`config.mk`:
```
export PLATFORM = sky130hd
export DESIGN_NAME = muldiv_sequencer
export DESIGN_NICKNAME = d
export VERILOG_FILES = /design/src/rtl/cpu_pkg.sv /design/src/rtl/muldiv_step.sv /design/src/rtl/muldiv_sequencer.sv
export SDC_FILE = /design/constraint.sdc
export NUM_CORES = 1
export LEC_CHECK = 0
export BUFFER_PORTS_ARGS = -buffer_cell sky130_fd_sc_hd__buf_2
export CORE_AREA = 2 2 92 94
export CTS_BUF_LIST = sky130_fd_sc_hd__clkbuf_16
export CTS_CLUSTER_DIAMETER = 120
export DETAILED_ROUTE_END_ITERATION = 7
export DIE_AREA = 0 0 94 96
export GPL_TIMING_DRIVEN = 0
export HOLD_SLACK_MARGIN = 0.08
export PLACE_DENSITY = 0.88
export SYNTH_ARGS = -nofsm -noshare
export SYNTH_HDL_FRONTEND = slang
export SYNTH_SLANG_ARGS = --single-unit
```
`constraint.sdc`:
```
create_clock -name clk -period 7.5 [get_ports clk]
set_input_delay 0.375 -clock clk [delete_from_list [all_inputs] [get_ports clk]]
set_output_delay 0.375 -clock clk [all_outputs]
set_load 0.05 [all_outputs]
```
`src/rtl/cpu_pkg.sv`:
```
// cpu_pkg: ALU op codes, sequencer states and default data width shared by the mul/div unit.
package cpu_pkg;
    localparam int DATA_W = 16;
    localparam logic [2:0] ALU_MUL = 3'b010;
    localparam logic [2:0] ALU_DIV = 3'b011;
    typedef enum logic [1:0] {IDLE, RUN, DONE} seq_state_t;
endpackage

```
`src/rtl/muldiv_step.sv`:
```
// muldiv_step: one shift-add multiply or restoring divide iteration, purely combinational.
module muldiv_step import cpu_pkg::*; #(
    parameter int W = DATA_W
) (
    input  logic         div,
    input  logic [W-1:0] hi,
    input  logic [W-1:0] lo,
    input  logic [W-1:0] operand,
    output logic [W-1:0] hi_n,
    output logic [W-1:0] lo_n
);
    logic [W:0] sum, sh, diff;
    assign sum  = {1'b0, hi} + (lo[0] ? {1'b0, operand} : '0);
    assign sh   = {hi, lo[W-1]};
    // remainder < divisor keeps the shifted value below 2*divisor, so diff's top bit is the sign
    assign diff = sh - {1'b0, operand};
    assign hi_n = div ? (diff[W] ? sh[W-1:0] : diff[W-1:0]) : sum[W:1];
    assign lo_n = div ? {lo[W-2:0], ~diff[W]} : {sum[0], lo[W-1:1]};
endmodule

```
`src/rtl/muldiv_sequencer.sv`:
```
// muldiv_sequencer: multi-cycle unsigned mul/div unit that stalls the core until the result is ready.
module muldiv_sequencer import cpu_pkg::*; #(
    parameter int WIDTH = DATA_W
) (
    input  logic             clk,
    input  logic             rst,
    input  logic             start,
    input  logic [2:0]       alu_ctr,
    input  logic [WIDTH-1:0] a,
    input  logic [WIDTH-1:0] b,
    output logic             stall,
    output logic             busy,
    output logic             done,
    output logic [WIDTH-1:0] result_lo,
    output logic [WIDTH-1:0] result_hi,
    output logic             div_by_zero
);
    localparam int CW = $clog2(WIDTH);
    seq_state_t state, next;
    logic [CW-1:0] cnt;
    logic [WIDTH-1:0] hi, lo, opnd, hi_n, lo_n;
    logic op_div, is_div, accept, zero_div, last;
    assign is_div   = alu_ctr == ALU_DIV;
    assign accept   = state == IDLE && start && (alu_ctr == ALU_MUL || is_div);
    assign zero_div = is_div && b == '0;
    assign last     = cnt == CW'(WIDTH - 1);
    assign stall    = accept || state == RUN;
    assign result_lo = lo;
    assign result_hi = hi;
    muldiv_step #(.W(WIDTH)) u_step (
        .div(op_div), .hi(hi), .lo(lo), .operand(opnd), .hi_n(hi_n), .lo_n(lo_n)
    );
    always_comb begin
        next = state;
        next = state == IDLE ? (accept ? (zero_div ? DONE : RUN) : IDLE)
             : state == RUN  ? (last ? DONE : RUN)
             : IDLE;
    end
    always_ff @(posedge clk or posedge rst) begin
        if (rst) begin
            state <= IDLE;
            cnt <= '0;
            hi <= '0;
            lo <= '0;
            opnd <= '0;
            op_div <= 1'b0;
            div_by_zero <= 1'b0;
            busy <= 1'b0;
            done <= 1'b0;
        end else begin
            state <= next;
            busy <= next == RUN;
            done <= next == DONE;
            if (accept) begin
                cnt <= '0;
                op_div <= is_div;
                opnd <= is_div ? b : a;
                div_by_zero <= zero_div;
                hi <= zero_div ? a : '0;
                lo <= zero_div ? '1 : (is_div ? a : b);
            end else if (state == RUN) begin
                hi <= hi_n;
                lo <= lo_n;
                cnt <= cnt + 1'b1;
            end
        end
    end
endmodule
```
==> flow_summary.yaml <==
die:
  floorplan.core_area_mm2: 0.00805
  start_util_pct: 60.5
  die_h_um: 96
  area_enclosed_by_the_die_boundary_mm2: 0.00902
  floorplan.rows: 33
  die_w_um: 94
  pin_count: 74
timing:
  slew_violations: 0
  hold_ws_ps: 272
  setup_repair_after_global_routing_missed_its_margin: "no"
  postLayoutSetupSlackWorst_ps: 4090
  timing_worst_slew_pin_value_ps: 811
  setup_viol: 0
  final.setup_skew_ps: 6.59
  finalCriticalPeriod_ps: 3410
  period_share_pct: 45.5
  hold_viol_final: 0
  f_max_mhz: 293
  headroom_to_the_max_slew_limit_pct: 45.7
  setup_tns_after_final_layout_ps: 0
logic_synthesis:
  async_reset_ff_share_pct: 100
  synth.top_cell.area_share_pct: 29.8
  yosys.cell_types.count: 62
  synth_area_leaders: "sky130_fd_sc_hd__dfrtp_1 30%, sky130_fd_sc_hd__mux2i_1 9.9%, sky130_fd_sc_hd__ha_1 8.5%"
  postSynthAreaPerCell_um2: 8.44
  postSynthRegisterBits: 58
  synth_warnings: 0
  netlist_top_cells_count: "58 x sky130_fd_sc_hd__dfrtp_1, 52 x sky130_fd_sc_hd__nor2_1, 50 x sky130_fd_sc_hd__o21ai_0, 48 x sky130_fd_sc_hd__mux2i_1, 42 x sky130_fd_sc_hd__nand2_1"
  syn-instance-count: 577
  synth_sequential_area_ratio_pct: 29.8
  yosys.cell_count.top_type: "sky130_fd_sc_hd__dfrtp_1"
  synthDominantAreaCellType: "sky130_fd_sc_hd__dfrtp_1"
  syn_area_mm2: 0.00487
  yosys_most_used_dff: "sky130_fd_sc_hd__dfrtp_1"
  syn_nets: 650
  synth-edff-count: 0
detailed_routing:
  detail_route.vias_per_cell: 6.63
  drc: 0
  via_count: 5122
  postRouteAntennaNets: 0
  drtPass1Iterations: 6
  drt_iter0_drc: 643
  drt_wl_total_mm: 15.0
  routedWlPerCell_um: 19.4
cells_and_area:
  net_count_final: 736
  design_area_mm2: 0.00568
  area_growth_syn_to_layout_pct: 16.7
  share_of_layout_cells_above_drive_strength_1_pct: 16.0
  antenna_cells: 0
clock_network:
  post-cts-setup-buffer-count: 0
  clockBufferDepth: 2
  tritoncts: "yes"
  clkTransAtPathRegs_ps: 50
  total_number_of_h_tree_levels: 3
  cts_root_buf: "sky130_fd_sc_hd__clkbuf_16"
  clkSinkCount: 58
  clk-insertion-delay-late_ps: 330
  num_cts_buffers: 9
setup_path:
  crit_path_max_fanout: 10
  critPathCaptureType: "flop"
  cp.required_ps: 7680
  arrival_ps: 3590
  worst-setup-path-type: "flop to flop"
  worst_setup_path_start_kind: "flop"
global_route:
  vias_in_the_first_global_route: 4839
  maximum_number_of_pins_on_one_net_before_global_route_repair: 45
  gr-usage-all-layers_pct: 33.3
  grt_overflow_total: 0
  grt_first_pass_wirelength_mm: 23.4
  grt_antenna_before_repair: 0
min_path:
  timing.hold.worst.class: "input port to flop"
placed_design:
  io_buffers: 73
  place_ws_ps: 4250
  routabilityCongestion: 0.992
  detailed_place.area_mm2: 0.00539
  dp_hpwl_mm: 11.2
run_status:
  status: "finished clean"
flow_run:
  drv.max_cap_violation_count: 0
-- sequential cells by signal, summed over array words and instances, names as in the netlist --
| signal | flops |
|---|---|
| opnd | 16 |
| result_hi | 16 |
| result_lo | 16 |
| cnt | 4 |
| state | 2 |
| busy | 1 |
| div_by_zero | 1 |
| done | 1 |
| op_div | 1 |
-- logic make-up after synthesis --
kind of cell	Yosys count	synth area share, %
mux	56	11.9
compound gates	180	23.8
xor+xnor	15	2.70
fa+ha+maj	35	9.30
flops	58	29.8
buf+inv	56	4.65
simple gates	177	17.9
-- cell usage in the layout (no fill, tap or decap), types with 7 or more instances in the layout --
master,instances
sky130_fd_sc_hd__buf_2,74
sky130_fd_sc_hd__dfrtp_1,58
sky130_fd_sc_hd__nor2_1,52
sky130_fd_sc_hd__o21ai_0,50
sky130_fd_sc_hd__mux2i_1,48
sky130_fd_sc_hd__nand2_1,42
sky130_fd_sc_hd__a21oi_1,34
sky130_fd_sc_hd__ha_1,33
sky130_fd_sc_hd__inv_1,25
sky130_fd_sc_hd__a31oi_1,23
sky130_fd_sc_hd__clkbuf_1,22
sky130_fd_sc_hd__and2_1,18
sky130_fd_sc_hd__a211oi_1,15
sky130_fd_sc_hd__xnor2_1,13
sky130_fd_sc_hd__nand3_1,10
sky130_fd_sc_hd__nor3_1,10
sky130_fd_sc_hd__nor2b_1,9
sky130_fd_sc_hd__clkbuf_16,9
sky130_fd_sc_hd__o21a_1,7
sky130_fd_sc_hd__or3_1,7
-- per-layer routing --
layer  vias to the layer above  global-route usage, %  routed length [µm]
li1                       2307                      -                   -
met1                      2411                   43.1                5890
met2                       338                   53.9                7000
met3                        66                   7.99                1540
met4                         0                   13.6                 570
met5                         -                      0                   0
-- through the flow --
step,util (%),cells
after CTS,70.6,773
after detailed placement,66.9,756
after global placement,66.7,755
final,70.6,773
after floorplan,-,577
after global routing,70.6,773
-- critical path: stages, from the launching register on --
cell and delay [ps]:
sky130_fd_sc_hd__dfrtp_1 440, sky130_fd_sc_hd__inv_1 90, sky130_fd_sc_hd__ha_1 230, sky130_fd_sc_hd__fa_1 450, sky130_fd_sc_hd__nor2b_4 150, sky130_fd_sc_hd__o31ai_1 120, sky130_fd_sc_hd__a211o_1 370, sky130_fd_sc_hd__a211o_1 290
sky130_fd_sc_hd__nand3_2 180, sky130_fd_sc_hd__buf_8 190, sky130_fd_sc_hd__mux2_4 320, sky130_fd_sc_hd__a222oi_1 310, sky130_fd_sc_hd__a21oi_1 120
-- area by class of cell --
cell class,instances,area (µm²)
timing repair buffer,75,395
fill,616,2370
clock inverter,7,60.1
inverter,26,97.6
tap,105,131
buffer,30,129
clock buffer,9,225
multi-input combinational,463,3190
sequential,58,1450
-- repair_timing --
action                     in CTS  in global routing
hold buffers                    1                  0
hold endpoints to repair       14                  0
resized for setup               0                  0
setup endpoints to repair       0                  0
-- path summary, 6_finish.rpt --
kind	cells after the start	start	end	slack, ps
setup / recovery	12	result_lo[15]$_DFFE_PP0P_	result_hi[4]$_DFFE_PP0P_	4090
hold reg to reg	1	div_by_zero$_DFFE_PP0P_	div_by_zero$_DFFE_PP0P_	480
max in group asynchronous	4	rst	opnd[11]$_DFFE_PP0P_	6390
min in group asynchronous	3	rst	opnd[7]$_DFFE_PP0P_	560
hold / removal	2	alu_ctr[0]	op_div$_DFFE_PP0P_	270
setup reg to reg	12	result_lo[15]$_DFFE_PP0P_	result_hi[4]$_DFFE_PP0P_	4090
Power is not shown: default switching activity piles up to over one toggle a cycle in this logic, so the estimate is an artifact.
